[src/rtl/sram_phase_sequencer_if.sv]
// Shared SRAM port bundle: start/finish handshakes of the three requesters,
// their bus requests, and the muxed SRAM bus plus sequencer status.
interface sram_phase_sequencer_if;
  logic        go;

  logic [17:0] uart_address;
  logic [15:0] uart_write_data;
  logic        uart_write_en_n;
  logic        uart_done;

  logic [17:0] m2_address;
  logic [15:0] m2_write_data;
  logic        m2_write_en_n;
  logic        m2_finish;

  logic [17:0] m1_address;
  logic [15:0] m1_write_data;
  logic        m1_write_en_n;
  logic        m1_finish;

  logic        uart_enable;
  logic        m2_start;
  logic        m1_start;
  logic [17:0] SRAM_address;
  logic [15:0] SRAM_write_data;
  logic        SRAM_we_n;
  logic        busy;
  logic        done;
  logic        error;
  logic [2:0]  phase;

  // Requester / controlling side.
  modport master (
    output go,
    output uart_address, uart_write_data, uart_write_en_n, uart_done,
    output m2_address, m2_write_data, m2_write_en_n, m2_finish,
    output m1_address, m1_write_data, m1_write_en_n, m1_finish,
    input  uart_enable, m2_start, m1_start,
    input  SRAM_address, SRAM_write_data, SRAM_we_n,
    input  busy, done, error, phase
  );

  // Sequencer side.
  modport slave (
    input  go,
    input  uart_address, uart_write_data, uart_write_en_n, uart_done,
    input  m2_address, m2_write_data, m2_write_en_n, m2_finish,
    input  m1_address, m1_write_data, m1_write_en_n, m1_finish,
    output uart_enable, m2_start, m1_start,
    output SRAM_address, SRAM_write_data, SRAM_we_n,
    output busy, done, error, phase
  );
endinterface

[src/rtl/sram_phase_sequencer.sv]
// Schedules the single external SRAM port across the UART loader, the
// milestone 2 IDCT block and the milestone 1 upsample/CSC block. Phases run
// LOAD -> M2 -> M1 with an ownerless handover gap between them; a per-phase
// watchdog aborts to ERROR if a requester never finishes.
module sram_phase_sequencer #(
  parameter int unsigned HANDOVER_GAP   = 2,
  parameter int unsigned TIMEOUT_CYCLES = 4194303,
  parameter bit          SKIP_LOAD      = 1'b0
) (
  input logic                   CLOCK_50_I,
  input logic                   Resetn,
  sram_phase_sequencer_if.slave bus
);

  typedef enum logic [2:0] {
    S_IDLE  = 3'd0,
    S_LOAD  = 3'd1,
    S_GAP1  = 3'd2,
    S_M2    = 3'd3,
    S_GAP2  = 3'd4,
    S_M1    = 3'd5,
    S_DONE  = 3'd6,
    S_ERROR = 3'd7
  } state_t;

  localparam logic [3:0]  GAP_LAST  = 4'(HANDOVER_GAP - 1);
  localparam logic [21:0] WD_LAST   = 22'(TIMEOUT_CYCLES - 1);
  localparam state_t      GO_TARGET = SKIP_LOAD ? S_M2 : S_LOAD;

  state_t      state;
  state_t      state_next;
  logic [3:0]  gap_cnt;
  logic [21:0] wd_cnt;
  logic        first_q;

  logic        entering;
  logic        in_gap;
  logic        in_phase;
  logic        gap_last;
  logic        wd_expired;

  // Status decode of the registered state and counters.
  always_comb begin
    in_gap     = (state == S_GAP1) || (state == S_GAP2);
    in_phase   = (state == S_LOAD) || (state == S_M2) || (state == S_M1);
    gap_last   = (gap_cnt == GAP_LAST);
    wd_expired = (wd_cnt == WD_LAST);
  end

  // Next-state decision; finish is checked before the watchdog so it wins a tie.
  // first_q masks M2/M1 finish in their start cycle so a stale level is ignored.
  always_comb begin
    state_next = state;
    case (state)
      S_IDLE, S_DONE, S_ERROR: begin
        if (bus.go) state_next = GO_TARGET;
      end
      S_LOAD: begin
        if (bus.uart_done)  state_next = S_GAP1;
        else if (wd_expired) state_next = S_ERROR;
      end
      S_GAP1: begin
        if (gap_last) state_next = S_M2;
      end
      S_M2: begin
        if (!first_q && bus.m2_finish) state_next = S_GAP2;
        else if (wd_expired)           state_next = S_ERROR;
      end
      S_GAP2: begin
        if (gap_last) state_next = S_M1;
      end
      S_M1: begin
        if (!first_q && bus.m1_finish) state_next = S_DONE;
        else if (wd_expired)           state_next = S_ERROR;
      end
      default: state_next = S_IDLE;
    endcase
    entering = (state_next != state);
  end

  // State register plus entry flag, gap counter and watchdog, all restarted on entry.
  always_ff @(posedge CLOCK_50_I or negedge Resetn) begin
    if (!Resetn) begin
      state   <= S_IDLE;
      first_q <= 1'b0;
      gap_cnt <= '0;
      wd_cnt  <= '0;
    end else begin
      state   <= state_next;
      first_q <= entering;
      if (entering || !in_gap) gap_cnt <= '0;
      else                     gap_cnt <= gap_cnt + 4'd1;
      if (entering || !in_phase) wd_cnt <= '0;
      else                       wd_cnt <= wd_cnt + 22'd1;
    end
  end

  // Handshake and status outputs, decoded from the registered state only.
  always_comb begin
    bus.uart_enable = (state == S_LOAD);
    bus.m2_start    = (state == S_M2) && first_q;
    bus.m1_start    = (state == S_M1) && first_q;
    bus.busy        = in_phase || in_gap;
    bus.done        = (state == S_DONE);
    bus.error       = (state == S_ERROR);
    bus.phase       = state;
  end

  // SRAM bus mux: only the current phase owner reaches the port.
  always_comb begin
    bus.SRAM_address    = '0;
    bus.SRAM_write_data = '0;
    bus.SRAM_we_n       = 1'b1;
    case (state)
      S_LOAD: begin
        bus.SRAM_address    = bus.uart_address;
        bus.SRAM_write_data = bus.uart_write_data;
        bus.SRAM_we_n       = bus.uart_write_en_n;
      end
      S_M2: begin
        bus.SRAM_address    = bus.m2_address;
        bus.SRAM_write_data = bus.m2_write_data;
        bus.SRAM_we_n       = bus.m2_write_en_n;
      end
      S_M1: begin
        bus.SRAM_address    = bus.m1_address;
        bus.SRAM_write_data = bus.m1_write_data;
        bus.SRAM_we_n       = bus.m1_write_en_n;
      end
      default: begin
        bus.SRAM_address    = '0;
        bus.SRAM_write_data = '0;
        bus.SRAM_we_n       = 1'b1;
      end
    endcase
  end

endmodule

[src/flat_wrapper.sv]
// flat-port wrapper written by rule: the top's interface ports become plain ports
module sram_phase_sequencer_flat 
#(
  parameter int unsigned HANDOVER_GAP   = 2,
  parameter int unsigned TIMEOUT_CYCLES = 4194303,
  parameter bit          SKIP_LOAD      = 1'b0
)
  (CLOCK_50_I, Resetn, bus_go, bus_uart_address, bus_uart_write_data, bus_uart_write_en_n, bus_uart_done, bus_m2_address, bus_m2_write_data, bus_m2_write_en_n, bus_m2_finish, bus_m1_address, bus_m1_write_data, bus_m1_write_en_n, bus_m1_finish, bus_uart_enable, bus_m2_start, bus_m1_start, bus_SRAM_address, bus_SRAM_write_data, bus_SRAM_we_n, bus_busy, bus_done, bus_error, bus_phase);
  sram_phase_sequencer_if bus_i ();
  input logic CLOCK_50_I;
  input logic Resetn;
  input wire logic [$bits(bus_i.go)-1:0] bus_go;
  input wire logic [$bits(bus_i.uart_address)-1:0] bus_uart_address;
  input wire logic [$bits(bus_i.uart_write_data)-1:0] bus_uart_write_data;
  input wire logic [$bits(bus_i.uart_write_en_n)-1:0] bus_uart_write_en_n;
  input wire logic [$bits(bus_i.uart_done)-1:0] bus_uart_done;
  input wire logic [$bits(bus_i.m2_address)-1:0] bus_m2_address;
  input wire logic [$bits(bus_i.m2_write_data)-1:0] bus_m2_write_data;
  input wire logic [$bits(bus_i.m2_write_en_n)-1:0] bus_m2_write_en_n;
  input wire logic [$bits(bus_i.m2_finish)-1:0] bus_m2_finish;
  input wire logic [$bits(bus_i.m1_address)-1:0] bus_m1_address;
  input wire logic [$bits(bus_i.m1_write_data)-1:0] bus_m1_write_data;
  input wire logic [$bits(bus_i.m1_write_en_n)-1:0] bus_m1_write_en_n;
  input wire logic [$bits(bus_i.m1_finish)-1:0] bus_m1_finish;
  output wire logic [$bits(bus_i.uart_enable)-1:0] bus_uart_enable;
  output wire logic [$bits(bus_i.m2_start)-1:0] bus_m2_start;
  output wire logic [$bits(bus_i.m1_start)-1:0] bus_m1_start;
  output wire logic [$bits(bus_i.SRAM_address)-1:0] bus_SRAM_address;
  output wire logic [$bits(bus_i.SRAM_write_data)-1:0] bus_SRAM_write_data;
  output wire logic [$bits(bus_i.SRAM_we_n)-1:0] bus_SRAM_we_n;
  output wire logic [$bits(bus_i.busy)-1:0] bus_busy;
  output wire logic [$bits(bus_i.done)-1:0] bus_done;
  output wire logic [$bits(bus_i.error)-1:0] bus_error;
  output wire logic [$bits(bus_i.phase)-1:0] bus_phase;
  assign bus_i.go = bus_go;
  assign bus_i.uart_address = bus_uart_address;
  assign bus_i.uart_write_data = bus_uart_write_data;
  assign bus_i.uart_write_en_n = bus_uart_write_en_n;
  assign bus_i.uart_done = bus_uart_done;
  assign bus_i.m2_address = bus_m2_address;
  assign bus_i.m2_write_data = bus_m2_write_data;
  assign bus_i.m2_write_en_n = bus_m2_write_en_n;
  assign bus_i.m2_finish = bus_m2_finish;
  assign bus_i.m1_address = bus_m1_address;
  assign bus_i.m1_write_data = bus_m1_write_data;
  assign bus_i.m1_write_en_n = bus_m1_write_en_n;
  assign bus_i.m1_finish = bus_m1_finish;
  assign bus_uart_enable = bus_i.uart_enable;
  assign bus_m2_start = bus_i.m2_start;
  assign bus_m1_start = bus_i.m1_start;
  assign bus_SRAM_address = bus_i.SRAM_address;
  assign bus_SRAM_write_data = bus_i.SRAM_write_data;
  assign bus_SRAM_we_n = bus_i.SRAM_we_n;
  assign bus_busy = bus_i.busy;
  assign bus_done = bus_i.done;
  assign bus_error = bus_i.error;
  assign bus_phase = bus_i.phase;
  sram_phase_sequencer #(.HANDOVER_GAP(HANDOVER_GAP), .TIMEOUT_CYCLES(TIMEOUT_CYCLES), .SKIP_LOAD(SKIP_LOAD)) u_core (.CLOCK_50_I(CLOCK_50_I), .Resetn(Resetn), .bus(bus_i));
endmodule
[config.mk]
export PLATFORM = sky130hd
export DESIGN_NAME = sram_phase_sequencer_flat
export DESIGN_NICKNAME = d
export VERILOG_FILES = /design/src/rtl/sram_phase_sequencer_if.sv /design/src/rtl/sram_phase_sequencer.sv /design/src/flat_wrapper.sv
export SDC_FILE = /design/constraint.sdc
export NUM_CORES = 1
export LEC_CHECK = 0
export CAP_MARGIN = 20
export CORE_UTILIZATION = 36
export CTS_BUF_LIST = sky130_fd_sc_hd__clkbuf_4 sky130_fd_sc_hd__clkbuf_8
export DETAILED_ROUTE_END_ITERATION = 12
export PLACE_DENSITY = 0.8
export SYNTH_ARGS = -nofsm -noshare
export SYNTH_HDL_FRONTEND = slang
export SYNTH_SLANG_ARGS = --single-unit
[constraint.sdc]
create_clock -name CLOCK_50_I -period 1.8 [get_ports CLOCK_50_I]
set_input_delay 0.27 -clock CLOCK_50_I [delete_from_list [all_inputs] [get_ports CLOCK_50_I]]
set_output_delay 0.27 -clock CLOCK_50_I [all_outputs]
set_load 0.05 [all_outputs]
==> flow_summary.ini <==
[status]
violations = setup timing
status = complete, but fails checks

[timing]
fmax_mhz = 478
drv_slew = 0
rsz0062_at_grt = yes
relSlewSlack = 0.730
layout_min_cycle_time_ps = 2090
hold_viol_final = 0
finalSetupTns_ps = -9140
tightestPinTransition_ps = 404
fin_ws_ps = -291
setup_viol = 56
fin_skew_ps = 7.17
fin_crit_sh = 1.16

[final_layout]
fillers = 329
nets = 635
final_cell_mix = 110 x clkdlybuf4s50_1, 60 x nor2_1, 52 x buf_12
final_common_cell = clkdlybuf4s50_1
synthToLayoutAreaGrowth_pct = 125
layout.cells.non_filler = 618
drive_above_1_share = 0.382

[flow_run]
drv_cap = 0

[global_route]
grtUsageTotal = 0.268
antenna_found_initial = 1
grt_pass1_vias = 3317
top_usage_layer = met2
grt_remaining_overflow = 0
use_met3 = 0.0745
grt.met2_usage = 0.490
grt_max_degree = 31
use_met1 = 0.291
grt_pass1_wl_um = 15900

[logic_synthesis]
syn_inst = 338
ys_types = 43
ys_seq_area_frac = 0.282
yosys_warnings = 0
syn_area_mm2 = 0.00266
syn_nets = 453
synth.avg_cell_area_um2 = 7.88
synth-seq-cells = 30

[power]
power_frac_comb = 0.863
p_per_area_mw_per_mm2 = 1760
total_power_uw = 10500
swShare = 0.477
clkPwrFrac = 0.057
power_switching_uw = 5030
ir_drop_mv = 1.39
p_seq_frac = 0.081
cellLeakagePower_uw = 0.00242
power.internal_uw = 5510

[floorplanning]
die_w_um = 88.0
fp.dieH_um = 88.0
coreArea_mm2 = 0.00698
num_rows = 30
dieArea_mm2 = 0.00775
initial_core_util = 0.382
io_pins = 155

[placement]
globalplace.congestion = 0.831
post-dp-hpwl_um = 7820
pre_cts_ws_ps = -54.9
dp_cells = 588
io_buffer_count = 154

[setup_path]
r2r_setup_slack_ps = -230
path_buf_inv = 5
worst_ep_arrival_time_ps = 1820
crit_fanout = 8
rr_endpoint = u_core.bus.phase[0]
r2r_start = u_core.bus.phase[1]
critical_path_class = reg -> out
cp_cell_sequence = buf_6 -> buf_12 -> nor2_4 -> buf_12 -> clkbuf_16 -> a21oi_2 -> nor2b_4 -> buf_12
crit_slowest_cell = dfrtp_2
cpMostUsedCell = buf_12
cpPeakStageDelay_ps = 430
required_ps = 1530
critPathTopFamily = buffers and inverters
crit_path_end_kind = output port
critPathLaunchType = register
rr_worst_depth = 10

[route]
routed_via_density = 5.48
postRouteWirelength_um = 13300
vias = 3389
ant_nets = 0
wl_per_cell_um = 21.5
drtIter0Drc = 170
dr.pass1.iters = 4
remaining_drc_errors = 0

[clock_tree]
cts-root-buf = clkbuf_8
cts_max_level = 2
path_clk_slew_ps = 70
cts_tree = built
clock_latency_ps = 290
numCtsBuffers = 5
clockBufferDepth = 2
clock_sinks = 30

[min_path]
min_path_type = in -> async
==> cells by family (layout without fill, tap and decap cells) <==
kind of cell	count (synthesis)	count (layout)	synth area share
DFF	30	30	0.282
muxes	36	36	0.138
adders and majority gates	4	4	0.0188
buffers and inverters	33	216	0.0587
other	0	1	0
xor gates and xnor gates	23	23	0.0756
and+or+nand+nor	160	160	0.305
AOI/OAI and AO/OA	52	52	0.123
==> layer usage <==
metal,part of all wire,wire length (um)
met5,0,0
met4,0.041,544
met3,0.070,927
met2,0.54,7230
met1,0.35,4610
==> power by group through the flow <==
stage	Clock [uW]	Sequential, uW	Combinational [uW]
detailed placement	0	901	7300
global placement	0	902	7150
CTS	577	884	7730
finish	598	850	9100
global route	632	854	9420
floorplan	0	931	4340
==> per-stage QoR <==
stage	area, um2	hold slack [ps]	util
3_5_place_dp	5160	509	0.739
6_report	5990	372	0.858
3_3_place_gp	5160	490	0.739
4_1_cts	5430	387	0.778
5_1_grt	5990	427	0.858
2_1_floorplan	3000	-25.6	-
==> flip-flops by register name (all words and copies together) (netlist names) <==
signal and count:
u_core.bus.phase 3, u_core.gap_cnt 4, u_core.first_q 1, u_core.wd_cnt 22
==> worst max path at each step <==
stage                            to           startpoint  depth (start not counted)
3_5_place_dp         u_core.first_q        bus_uart_done                          6
3_3_place_gp         u_core.first_q        bus_uart_done                          6
4_1_cts         bus_SRAM_address[4]  u_core.bus.phase[1]                          6
6_report       bus_SRAM_address[15]  u_core.bus.phase[1]                          8
5_1_grt         u_core.bus.phase[0]    u_core.gap_cnt[1]                          9
2_1_floorplan  bus_SRAM_address[12]  u_core.bus.phase[2]                          6
==> timing repair <==
action,in CTS,in global routing
gates cloned,1,6
hold buffers,0,0
pin swaps,5,28
endpoints found under the hold margin,0,0
setup endpoints to repair,41,59
buffers inserted,7,8
gates resized for setup,21,69
==> cells in the mapped netlist, drive strengths merged <==
cell,count,area (um2)
a211oi,2,20.0
dfrtp,30,751
mux2,2,26.3
o21bai,1,7.51
a221o,1,10.0
nor4b,1,15.0
o21ai,1,5.00
o21a,2,15.0
a311o,1,10.0
nor4,2,33.8
nor2b,34,213
and3,4,25.0
nand2b,3,18.8
a31oi,1,6.26
nor3,7,35.0
inv,10,37.5
or2,1,6.26
a21oi,33,165
o2111ai,1,8.76
and4,2,17.5
xor2,6,52.6
o22ai,5,31.3
a31o,1,8.76
nand4,4,31.3
o221ai,2,17.5
nand2,13,48.8
clkbuf,11,41.3
nor2,70,263
mux2i,34,340
or3,3,18.8
buf,12,77.6
and2,3,18.8
ha,4,50.1
nand3,12,60.1
o211ai,1,21.3
or2b,1,7.51
xnor2,17,149
==> area by class of cell <==
type                       instances  area (um2)  share of cell area
clock buffer                       7        90.1              0.0150
tap                               96         120              0.0200
multi-input combinational        275        2420               0.404
clock inverter                     1        5.00            0.000835
antenna                            1        2.50            0.000418
sequential                        30         754               0.126
timing repair buffer             198        2560               0.427
inverter                          10        37.5             0.00626
Power figures use the tool's default switching activity.
